## src/rtl/axi2mem_pkg.sv

```systemverilog
// Shared encodings and helpers for the axi2mem read-channel controller.
package axi2mem_pkg;

  localparam logic [1:0] BURST_FIXED = 2'b00;
  localparam logic [1:0] BURST_INCR  = 2'b01;
  localparam logic [1:0] BURST_WRAP  = 2'b10;

  localparam logic [1:0] RESP_OKAY   = 2'b00;
  localparam logic [1:0] RESP_SLVERR = 2'b10;

  typedef enum logic {
    S_IDLE  = 1'b0,
    S_BURST = 1'b1
  } rd_state_e;

  // Reserved burst type, or a WRAP whose beat count is not 2, 4, 8 or 16.
  function automatic logic burst_err(input logic [1:0] burst, input logic [7:0] len);
    logic wrap_len_ok;
    wrap_len_ok = (len == 8'd1) || (len == 8'd3) || (len == 8'd7) || (len == 8'd15);
    return (burst == 2'b11) || ((burst == BURST_WRAP) && !wrap_len_ok);
  endfunction

endpackage

```

## src/rtl/axi2mem_id_fifo.sv

```systemverilog
// Small ID/user/err FIFO tracking read bursts that are issued but not yet retired on R.
module axi2mem_id_fifo
  import axi2mem_pkg::*;
#(
  parameter int unsigned DATA_WIDTH = 10,
  parameter int unsigned DEPTH      = 4
) (
  input  logic                  clk_i,
  input  logic                  rst_ni,
  input  logic                  push_valid_i,
  output logic                  push_ready_o,
  input  logic [DATA_WIDTH-1:0] push_data_i,
  output logic                  pop_valid_o,
  input  logic                  pop_ready_i,
  output logic [DATA_WIDTH-1:0] pop_data_o,
  output logic                  full_o,
  output logic                  empty_o
);

  localparam int unsigned PTR_W = (DEPTH > 1) ? $clog2(DEPTH) : 1;
  localparam int unsigned CNT_W = PTR_W + 1;

  logic [DATA_WIDTH-1:0] r_mem [DEPTH];
  logic [PTR_W-1:0]      r_wr_ptr;
  logic [PTR_W-1:0]      r_rd_ptr;
  logic [CNT_W-1:0]      r_count;
  logic                  w_push;
  logic                  w_pop;

  assign full_o       = (r_count == CNT_W'(DEPTH));
  assign empty_o      = (r_count == '0);
  assign pop_valid_o  = !empty_o;
  // A full FIFO can still take a push when the head leaves in the same cycle.
  assign push_ready_o = !full_o || pop_ready_i;
  assign w_push       = push_valid_i && push_ready_o;
  assign w_pop        = pop_valid_o && pop_ready_i;
  assign pop_data_o   = r_mem[r_rd_ptr];

  // NOTE: sequential state uses non-blocking assignments so every flop samples pre-edge values.
  always_ff @(posedge clk_i or negedge rst_ni) begin
    if (!rst_ni) begin
      r_wr_ptr <= '0;
      r_rd_ptr <= '0;
      r_count  <= '0;
    end else begin
      if (w_push) r_wr_ptr <= r_wr_ptr + PTR_W'(1);
      if (w_pop)  r_rd_ptr <= r_rd_ptr + PTR_W'(1);
      case ({w_push, w_pop})
        2'b10:   r_count <= r_count + CNT_W'(1);
        2'b01:   r_count <= r_count - CNT_W'(1);
        default: r_count <= r_count;
      endcase
    end
  end

  // NOTE: the storage array is not reset; r_count alone decides which entries are valid.
  always_ff @(posedge clk_i) begin
    if (w_push) r_mem[r_wr_ptr] <= push_data_i;
  end

endmodule

```

## src/rtl/axi2mem_rd_ctrl.sv

```systemverilog
// AXI4 read-channel controller: splits AR bursts into per-port 32-bit memory beats and
// forwards returned memory data onto R, tagging it with the ID of the oldest open burst.
module axi2mem_rd_ctrl
  import axi2mem_pkg::*;
#(
  parameter  int unsigned AXI_ADDR_WIDTH = 32,
  parameter  int unsigned AXI_DATA_WIDTH = 64,
  parameter  int unsigned AXI_ID_WIDTH   = 3,
  parameter  int unsigned AXI_USER_WIDTH = 6,
  parameter  int unsigned PER_ID_WIDTH   = 6,
  parameter  int unsigned OUTSTANDING    = 4,
  localparam int unsigned NB_PORTS       = AXI_DATA_WIDTH / 32,
  localparam int unsigned BEAT_BYTES     = AXI_DATA_WIDTH / 8
) (
  input  logic                                clk_i,
  input  logic                                rst_ni,
  input  logic                                ar_valid_i,
  output logic                                ar_ready_o,
  input  logic [AXI_ADDR_WIDTH-1:0]           ar_addr_i,
  input  logic [7:0]                          ar_len_i,
  input  logic [2:0]                          ar_size_i,
  input  logic [1:0]                          ar_burst_i,
  input  logic [AXI_ID_WIDTH-1:0]             ar_id_i,
  input  logic [AXI_USER_WIDTH-1:0]           ar_user_i,
  output logic                                r_valid_o,
  input  logic                                r_ready_i,
  output logic [AXI_DATA_WIDTH-1:0]           r_data_o,
  output logic [1:0]                          r_resp_o,
  output logic                                r_last_o,
  output logic [AXI_ID_WIDTH-1:0]             r_id_o,
  output logic [AXI_USER_WIDTH-1:0]           r_user_o,
  output logic [NB_PORTS-1:0]                 trans_req_o,
  input  logic [NB_PORTS-1:0]                 trans_gnt_i,
  output logic [NB_PORTS-1:0][31:0]           trans_add_o,
  output logic [NB_PORTS-1:0][PER_ID_WIDTH-1:0] trans_id_o,
  output logic [NB_PORTS-1:0]                 trans_last_o,
  input  logic [AXI_DATA_WIDTH-1:0]           data_dat_i,
  input  logic                                data_valid_i,
  output logic                                data_ready_o,
  input  logic                                data_last_i
);

  localparam int unsigned BEAT_SHIFT = $clog2(BEAT_BYTES);
  localparam int unsigned FIFO_W     = AXI_ID_WIDTH + AXI_USER_WIDTH + 1;
  localparam logic [AXI_ADDR_WIDTH-1:0] BEAT_MASK = AXI_ADDR_WIDTH'(BEAT_BYTES - 1);

  rd_state_e                 r_state;
  rd_state_e                 w_state_next;
  logic [AXI_ADDR_WIDTH-1:0] r_beat_addr;
  logic [AXI_ADDR_WIDTH-1:0] w_addr_next;
  logic [AXI_ADDR_WIDTH-1:0] w_addr_incr;
  logic [AXI_ADDR_WIDTH-1:0] w_wrap_mask;
  logic [7:0]                r_len;
  logic [7:0]                r_count;
  logic [1:0]                r_burst;
  logic [AXI_ID_WIDTH-1:0]   r_id;
  logic                      r_ar_en;

  logic                      w_err;
  logic                      w_ar_hs;
  logic                      w_beat_hs;
  logic                      w_last_beat;
  logic                      w_unused;

  logic                      w_fifo_push_ready;
  logic                      w_fifo_pop_ready;
  logic                      w_fifo_pop_valid;
  logic                      w_fifo_full;
  logic                      w_fifo_empty;
  logic [FIFO_W-1:0]         w_fifo_pop_data;
  logic [AXI_ID_WIDTH-1:0]   w_head_id;
  logic [AXI_USER_WIDTH-1:0] w_head_user;
  logic                      w_head_err;

  // Every beat is full width, so the requested size carries no information here.
  assign w_unused = ^{ar_size_i, w_fifo_pop_valid};

  assign w_err       = burst_err(ar_burst_i, ar_len_i);
  // r_ar_en keeps AR closed for the whole reset and the first cycle after it.
  assign ar_ready_o  = r_ar_en && (r_state == S_IDLE) && !w_fifo_full;
  assign w_ar_hs     = ar_valid_i && ar_ready_o && w_fifo_push_ready;
  assign w_beat_hs   = (r_state == S_BURST) && (&trans_gnt_i);
  assign w_last_beat = (r_count == r_len);

  // WRAP container is (len+1) beats, naturally aligned; only bits inside it advance.
  assign w_addr_incr = r_beat_addr + AXI_ADDR_WIDTH'(BEAT_BYTES);
  assign w_wrap_mask = ((AXI_ADDR_WIDTH'(r_len) + AXI_ADDR_WIDTH'(1)) << BEAT_SHIFT)
                       - AXI_ADDR_WIDTH'(1);

  always_comb begin
    w_addr_next = r_beat_addr;
    case (r_burst)
      BURST_INCR: w_addr_next = w_addr_incr;
      BURST_WRAP: w_addr_next = (r_beat_addr & ~w_wrap_mask) | (w_addr_incr & w_wrap_mask);
      default:    w_addr_next = r_beat_addr;
    endcase
  end

  always_ff @(posedge clk_i or negedge rst_ni) begin
    if (!rst_ni) r_state <= S_IDLE;
    else         r_state <= w_state_next;
  end

  // NOTE: every output of this block gets a default first, so no path can infer a latch.
  always_comb begin
    w_state_next = r_state;
    trans_req_o  = '0;
    trans_last_o = '0;
    unique case (r_state)
      S_IDLE: begin
        if (w_ar_hs) w_state_next = S_BURST;
      end
      S_BURST: begin
        trans_req_o  = '1;
        trans_last_o = {NB_PORTS{w_last_beat}};
        if (w_beat_hs && w_last_beat) w_state_next = S_IDLE;
      end
      default: w_state_next = S_IDLE;
    endcase
  end

  always_ff @(posedge clk_i or negedge rst_ni) begin
    if (!rst_ni) begin
      r_ar_en     <= 1'b0;
      r_beat_addr <= '0;
      r_len       <= '0;
      r_count     <= '0;
      r_burst     <= BURST_INCR;
      r_id        <= '0;
    end else begin
      r_ar_en <= 1'b1;
      if (w_ar_hs) begin
        r_beat_addr <= ar_addr_i & ~BEAT_MASK;
        r_len       <= ar_len_i;
        r_count     <= '0;
        // Illegal bursts still move real beats, as a plain incrementing burst.
        r_burst     <= w_err ? BURST_INCR : ar_burst_i;
        r_id        <= ar_id_i;
      end else if (w_beat_hs) begin
        r_count     <= r_count + 8'd1;
        r_beat_addr <= w_addr_next;
      end
    end
  end

  always_comb begin
    for (int k = 0; k < NB_PORTS; k++) begin
      trans_add_o[k] = 32'(r_beat_addr) + 32'(4 * k);
      trans_id_o[k]  = PER_ID_WIDTH'(r_id);
    end
  end

  axi2mem_id_fifo #(
    .DATA_WIDTH (FIFO_W),
    .DEPTH      (OUTSTANDING)
  ) u_id_fifo (
    .clk_i        (clk_i),
    .rst_ni       (rst_ni),
    .push_valid_i (w_ar_hs),
    .push_ready_o (w_fifo_push_ready),
    .push_data_i  ({ar_id_i, ar_user_i, w_err}),
    .pop_valid_o  (w_fifo_pop_valid),
    .pop_ready_i  (w_fifo_pop_ready),
    .pop_data_o   (w_fifo_pop_data),
    .full_o       (w_fifo_full),
    .empty_o      (w_fifo_empty)
  );

  // Response path is pure wiring: the FIFO head only qualifies and tags the memory data.
  assign {w_head_id, w_head_user, w_head_err} = w_fifo_pop_data;
  assign r_valid_o        = data_valid_i && !w_fifo_empty;
  assign data_ready_o     = r_ready_i && !w_fifo_empty;
  assign r_data_o         = data_dat_i;
  assign r_last_o         = data_last_i;
  assign w_fifo_pop_ready = r_valid_o && r_ready_i && data_last_i;
  assign r_id_o           = w_fifo_empty ? '0 : w_head_id;
  assign r_user_o         = w_fifo_empty ? '0 : w_head_user;
  assign r_resp_o         = (!w_fifo_empty && w_head_err) ? RESP_SLVERR : RESP_OKAY;

endmodule

```

## config.mk

```make
export PLATFORM = sky130hd
export DESIGN_NAME = axi2mem_rd_ctrl
export DESIGN_NICKNAME = d
export VERILOG_FILES = /design/src/rtl/axi2mem_pkg.sv /design/src/rtl/axi2mem_id_fifo.sv /design/src/rtl/axi2mem_rd_ctrl.sv
export SDC_FILE = /design/constraint.sdc
export NUM_CORES = 1
export LEC_CHECK = 0
export BUFFER_PORTS_ARGS = -buffer_cell sky130_fd_sc_hd__buf_2
export CAP_MARGIN = 20
export CORE_MARGIN = 2
export CORE_UTILIZATION = 49
export CTS_BUF_LIST = sky130_fd_sc_hd__clkbuf_4
export DETAILED_ROUTE_END_ITERATION = 10
export PLACE_DENSITY_LB_ADDON = 0.15
export REMOVE_ABC_BUFFERS = 1
export SLEW_MARGIN = 20
export SYNTH_ARGS = -nofsm -noshare
export SYNTH_HDL_FRONTEND = slang
export SYNTH_HIERARCHICAL = 1
export SYNTH_SLANG_ARGS = --single-unit
```

## constraint.sdc

```tcl
create_clock -name clk_i -period 4.5 [get_ports clk_i]
set_clock_uncertainty 0.1 [all_clocks]
set_input_delay 0.45 -clock clk_i [delete_from_list [all_inputs] [get_ports clk_i]]
set_output_delay 0.45 -clock clk_i [all_outputs]
set_load 0.05 [all_outputs]
```

-- After elaboration in Yosys (flattened, before gate mapping)
Memory sizes are Yosys's and may differ from the RTL's.
Cells that the tools add are included.
W data, S select, Z words.
- bits of input ports: 126
- bits in writable memories: 40
- output and inout bits: 159
- bits in registers: 62
- word-level logic and storage cells: 82
- memories: 1
- memory list (name ; depth ; bits a word ; rd ports ; clocked after Yosys merged registers in ; wr ports ; line ; text):
    u_id_fifo.r_mem ; 4 ; 10 ; 1 ; 0 ; 1 ; axi2mem_id_fifo.sv:23 ; logic [DATA_WIDTH-1:0] r_mem [DEPTH];
- eq/ne operators: 12
- reduce and logical (&&, ||, !) cells: 28
- $add $sub $neg: 9
- muxes and demuxes: 17
- bitwise logic cells: 5
- operators with widths (kind ; count):
    $and A32 B32 Y32 ; 2
    $mux W32 ; 2
    $pmux W32 S2 ; 1
    $add A32 B3 Y32 const B ; 1
    $add A32 B4 Y32 const B ; 1
    $not A32 Y32 ; 1
    $or A32 B32 Y32 ; 1
    $mux W8 ; 2
    $logic_and A1 B1 Y1 ; 14
    $sub A12 B1 Y13 const B ; 1
    $add A8 B1 Y9 const B ; 1
    $add A8 B1 Y8 const B ; 1
    $eq A2 B2 Y1 const B ; 4
    $eq A8 B1 Y1 const B ; 1
    $eq A8 B2 Y1 const B ; 1
    $eq A8 B3 Y1 const B ; 1
    $eq A8 B4 Y1 const B ; 1
    $eq A8 B8 Y1 ; 1
    $mux W2 ; 4
    $mux W6 ; 1
    $pmux W3 S2 ; 1
    $logic_or A1 B1 Y1 ; 5
    $add A2 B1 Y2 const B ; 2
    $eq A2 B1 Y1 const B ; 2
    other kinds (12) ; 19

-- Logic depth before layout (Yosys ltp)
- word-level depth: 10
- depth in mapped cells: 18
- gate-level depth less buffers: 15

-- Hierarchy
The synthesis kept the hierarchy.
- by module, submodules not included (module ; instances ; cells an instance ; sequential area each (sq um) ; area each (sq um)):
    axi2mem_rd_ctrl ; 1 ; 537 ; 1302.5 ; 4284.1
    axi2mem_id_fifo ; 1 ; 93 ; 1376.3 ; 1888.1

-- Least setup slack after synthesis
No wires, ideal clock.
- path type: register to register
- from: register u_id_fifo.r_count[0]
- to: register u_id_fifo.r_count[2]
- buffers on the path: 2
- clock period less this slack: 4.245 ns
- arrival time: 4.020 ns
- cell stages (with the launch flop): 16
- required time: 4.275 ns
- path slack: 0.255 ns
- library setup time: 0.125 ns
- path through: dfrtp_1 inv_1 and3_1 nor3b_1 nand3_1 inv_1 clkbuf_1 clkbuf_1 and2_4 inv_1 ha_1 inv_1 fa_1 xor2_1 nor2_1 xor2_1
- elaborated cells between the ends (all ways): 19
- those cells by class: 2 x add/sub; 3 x eq/ne; 1 x mux; 13 x reduce/logical
- RTL lines (element ; line ; text):
    start: declaration ; axi2mem_id_fifo.sv:26 ; logic [CNT_W-1:0] r_count;
    start signal: assignment ; axi2mem_id_fifo.sv:49 ; 2'b10: r_count <= r_count + CNT_W'(1);
    start signal: assignment ; axi2mem_id_fifo.sv:50 ; 2'b01: r_count <= r_count - CNT_W'(1);
    start signal: assignment ; axi2mem_id_fifo.sv:51 ; default: r_count <= r_count;
    $eq A3 B3 Y1 * ; axi2mem_id_fifo.sv:30 ; assign full_o = (r_count == CNT_W'(DEPTH));
    named net w_fifo_full ; axi2mem_rd_ctrl.sv:68 ; logic w_fifo_full;
    $logic_not A1 Y1 * ; axi2mem_rd_ctrl.sv:80 ; assign ar_ready_o = r_ar_en && (r_state == S_IDLE) && !w_fifo_full;
    $logic_and A1 B1 Y1 * ; axi2mem_rd_ctrl.sv:80 ;
    named net ar_ready_o ; axi2mem_rd_ctrl.sv:18 ; output logic ar_ready_o,
    $logic_and A1 B1 Y1 * (2 in series) ; axi2mem_rd_ctrl.sv:81 ; assign w_ar_hs = ar_valid_i && ar_ready_o && w_fifo_push_ready;
    named net w_ar_hs ; axi2mem_rd_ctrl.sv:60 ; logic w_ar_hs;
    $logic_and A1 B1 Y1 * ; axi2mem_id_fifo.sv:35 ; assign w_push = push_valid_i && push_ready_o;
    $eq A2 B1 Y1 or $eq A2 B2 Y1 (tied branches) ; axi2mem_id_fifo.sv:48 ; case ({w_push, w_pop})
    $pmux W3 S2 or $reduce_bool A2 Y1 (tied branches) ; -- ;
Mark *: on every way through the listed nets, which the timed path passes. The rest lies on a longest branch.
A chain may end at the register's enable or synchronous reset.

-- Final worst setup path
- from: register u_id_fifo.r_count[0]
- to: register u_id_fifo.r_count[2]
- longest elaborated chain between the ends: 10
- elaborated cells between the ends (all ways): 19
- those cells by class: 2 x add/sub; 3 x eq/ne; 1 x mux; 13 x reduce/logical
- ends and longest elaborated chain (element ; line ; text):
    $logic_not A3 Y1 * ; axi2mem_id_fifo.sv:31 ; assign empty_o = (r_count == '0);
    $logic_not A1 Y1 * ; axi2mem_id_fifo.sv:32 ; assign pop_valid_o = !empty_o;
    named net w_fifo_pop_valid ; axi2mem_rd_ctrl.sv:67 ; logic w_fifo_pop_valid;
    $logic_and A1 B1 Y1 * ; axi2mem_rd_ctrl.sv:171 ; assign r_valid_o = data_valid_i && !w_fifo_empty;
    $logic_and A1 B1 Y1 * (2 in series) ; axi2mem_rd_ctrl.sv:175 ; assign w_fifo_pop_ready = r_valid_o && r_ready_i && data_last_i;
    named net w_fifo_pop_ready ; axi2mem_rd_ctrl.sv:66 ; logic w_fifo_pop_ready;
    $logic_or A1 B1 Y1 * ; axi2mem_id_fifo.sv:34 ; assign push_ready_o = !full_o || pop_ready_i;
    named net w_fifo_push_ready ; axi2mem_rd_ctrl.sv:65 ; logic w_fifo_push_ready;
    $logic_and A1 B1 Y1 ; axi2mem_rd_ctrl.sv:81 ;
    $logic_and A1 B1 Y1 * ; axi2mem_id_fifo.sv:35 ;
    $eq A2 B1 Y1 or $eq A2 B2 Y1 (tied branches) ; axi2mem_id_fifo.sv:48 ;
    $pmux W3 S2 or $reduce_bool A2 Y1 (tied branches) ; -- ;
Marks and branches as above.

==> summary.md <==
| Metric | Value |
|---|---|
| H-tree Lvls | `3` |
| Critical path's slowest cell | `or4b_1` |
| Final Setup Violations | `0` |
| Cell Area, Placed | `slightly above 0.006 mm2` |
| CP top delay family | `simple AND/OR/NAND/NOR gates` |
| Final Hold Fails | `0` |
| Clock sink count | `99` |
| Place WS | `about 740 ps` |
| Ys async rst share | `about three fifths` |
| HP Class | `primary input to register` |
| Clk pin slew, worst setup/hold paths | `between 150 and 200 ps` |
| Mapped Area | `0.00617 mm2` |
| Crit share post-route | `between 80% and 90%` |
| Critical path depth in cells | `15` |
| Peak supply drop | `approximately 400 uV` |
| Post-synth EDFFs | `40` |
| Largest net degree at the start of global routing | `63` |
| Std-Cell Rows | `40` |
| Reg2Reg Capture Point | `u_id_fifo/r_count[2]$_DFFE_PN0P_` |
| Netlist cell types | `between 70 and 80` |
| Total gr overflow | `0` |
| First-pass GRT wire length | `roughly 27,000 um` |
| Maximum fanout along the worst path | `12` |
| Final antenna-violating net count | `0` |
| Leak Pwr | `around 2.8 nW` |
| Overall Global Routing Usage | `between 20% and 30%` |
| CP Capture Type | `register` |
| FF-to-FF setup slack | `720 ps` |
| Crit path cell chain | `or3_2 > inv_1 > nor2b_1 > and3_1 > or4b_1 > nand3_1 > inv_2 > and2_4 > inv_1 > ha_1 > inv_1 > fa_1 > xor2_1 > nor2_1 > xor2_1` |
| Vias in the first global route | `4,150` |
| Slew @ Worst Pin | `between 700 and 800 ps` |
| FMAX | `about 260 MHz` |
| Most used flip-flop cell after synthesis | `dfrtp_1` |
| Antenna violations before repair | `0` |
| Crit path kind | `register to register` |
| Gpl congestion | `0.852` |
| Cells after Synth | `630` |
| Status | `finished, final reports clean` |
| #FFs+latches synth | `99` |
| Fin nets | `790` |
| Vias | `~4,700` |
| Count leader, synth | `buf_4` |
| Max cap viols | `0` |
| Post-synth top cells | `90 x buf_4, 73 x nand2_1, 58 x dfrtp_1, 40 x edfxtp_1, 38 x clkbuf_1` |
| CP dominant cell by count | `inv_1` |
| Post_cts resized | `0` |
| Sequential fraction of the synthesis area | `between 40 and 50%` |
| Bufs and invs on worst path | `4` |
| HPWL Detailed | `14,100 um` |
| Required @ worst endpoint | `4820 ps` |
| Max Root-Sink Buffers | `2` |
| Number of max-slew violations in the final report | `0` |
| Last element of the critical path | `u_id_fifo/r_count[2]$_DFFE_PN0P_` |
| Drt first pass iters | `5` |
| Initial core utilization | `50.8%` |
| Crit path time final | `~3800 ps` |
| Final wirelength | `~19,000 um` |
| Ant diodes | `0` |
| Die H | `approximately 120 um` |
| Routed WL per cell | `between 20 and 25 um` |
| Final instance area | `between 0.006 and 0.007 mm2` |
| Relative slew slack | `roughly 46%` |
| PwrDens | `slightly below 700 mW/mm2` |
| Clock Latency Late Sink | `500 ps` |
| Post-synth top area share | `between 20% and 30%` |
| Area growth syn-to-layout | `3.45%` |
| IO Pins | `~290` |
| Core area | `around 0.012 mm2` |
| Largest stage delay on the critical path | `between 500 and 600 ps` |
| Number of buffers added on ports | `137` |
| DR iter-0 viols | `about 430` |
| Root Driver | `clkbuf_4` |
| Synth area leader | `dfrtp_1` |
| Post-Syn Area per Cell | `9.80 um2` |
| Ys Warns | `6` |
| Worst Path Arrival | `4100 ps` |
| CTS buffer count | `9` |
| CTS tree | `built` |
| Critical path origin | `u_id_fifo/r_count[0]$_DFFE_PN0P_` |
| Die area | `between 0.01 and 0.015 mm2` |
| DRC viols | `0` |
| Share of cells above drive strength 1 | `~30%` |
| Vias per inst | `between 5 and 6` |
| Crit start category | `register` |
| RSZ-0062 raised after global routing | `false` |
| Reg2reg start | `u_id_fifo/r_count[0]$_DFFE_PN0P_` |
| R2r worst-path depth | `15` |
| Top cells by area, synth | `dfrtp_1 24%, edfxtp_1 19%, buf_4 11%` |
| Setup slack after layout | `between 700 and 800 ps` |
| Die extent in x | `around 120 um` |
==> timing repair <==
action / in CTS / in global routing
hold buffers: 1 / 0
buffers inserted: 0 / 0
endpoints found under the hold margin: 24 / 0
==> sequential cells by signal, summed over array words and instances (netlist names) <==
name,cells
u_id_fifo/r_rd_ptr,2
r_len,8
r_burst,2
u_id_fifo/r_mem,40
u_id_fifo/r_wr_ptr,2
r_count,8
r_state,1
u_id_fifo/r_count,3
r_id,3
r_beat_addr,29
r_ar_en,1
==> layer usage <==
metal / share of wire (%) / vias to the layer above / track usage [%]
li1: - / 2151 / -
met1: 39 / 2223 / 33.6
met2: 42 / 284 / 38.5
met3: 17 / 21 / 22.0
met4: 1.3 / 6 / 7.38
met5: 1.1 / - / 12.2
==> layout make-up <==
type | count | area (um2)
Clock buffer | 9 | 67.6
Clock inverter | 7 | 76.3
Fill cell | 1157 | 5780
Inverter | 16 | 60.1
Multi-Input combinational cell | 387 | 2570
Sequential cell | 99 | 2680
Tap cell | 168 | 210
Timing Repair Buffer | 142 | 726
==> metrics by stage <==
stage	util, %	total power [mW]	hold WS, ps	instances	TNS (ps)
after detailed placement	51.2	3.92	381	811	0
final	52.5	4.40	38.8	828	0
after global routing	52.5	4.66	26.1	828	0
after floorplan	-	3.31	54.4	502	-18760
after CTS	52.4	4.42	10.1	828	0
after global placement	51.2	3.88	373	811	0
==> power breakdown <==
| group | leakage [nW] | internal (mW) | switching (mW) |
|---|---|---|---|
| clock network | 0.0782 | 0.174 | 0.325 |
| logic | 1.59 | 0.656 | 1.67 |
| registers | 1.09 | 1.16 | 0.418 |
| total | 2.77 | 1.99 | 2.41 |
==> cells in the final DEF, fill, tap and decap left out, types with 9 or more instances in the layout <==
master and count:
buf_2 137, nand2_1 73, dfrtp_1 58, edfxtp_1 40, nand3_1 34, nor2_1 25
o21ai_0 21, xnor2_1 18, inv_1 15, conb_1 14, xor2_1 13, a21oi_1 13
nor2b_1 12, nand4_1 12, and3_1 11, a22oi_1 11, nor3_1 10, or3_1 10
mux4_2 10, clkbuf_4 9
==> kinds of logic (layout without fill, tap and decap cells) <==
group           count (synthesis)  in the layout  synth area share (%)
compound gates                 88             88                  10.4
xor+xnor                       32             32                  4.66
fa+ha+maj                       9              9                  1.95
buf+inv                       156            174                  15.9
flops                          99             99                  43.4
mux                            12             12                  3.97
other cells                     2             14                 0.122
simple gates                  232            232                  19.7
==> worst min path at each step <==
stage,startpoint,endpoint,slack [ps],depth (start not counted)
3_5_place_dp,r_burst[0]$_DFFE_PN1P_,r_burst[0]$_DFFE_PN1P_,380,2
4_1_cts,ar_addr_i[25],r_beat_addr[25]$_DFFE_PN0P_,10,3
2_1_floorplan,rst_ni,r_ar_en$_DFF_PN0_,50,0
3_3_place_gp,r_burst[0]$_DFFE_PN1P_,r_burst[0]$_DFFE_PN1P_,370,2
6_report,ar_addr_i[25],r_beat_addr[25]$_DFFE_PN0P_,40,3
5_1_grt,ar_addr_i[25],r_beat_addr[25]$_DFFE_PN0P_,30,3
==> worst register-to-register path: cells and delay by family (launching register included) <==
| kind | cells | cell delay, ps |
|---|---|---|
| XOR/XNOR | 2 | 310 |
| flip-flops | 1 | 460 |
| buffers and inverters | 4 | 470 |
| AND/OR/NAND/NOR | 7 | 1840 |
| adder cells (fa/ha/maj) | 2 | 550 |
Power figures use the tool's default switching activity.
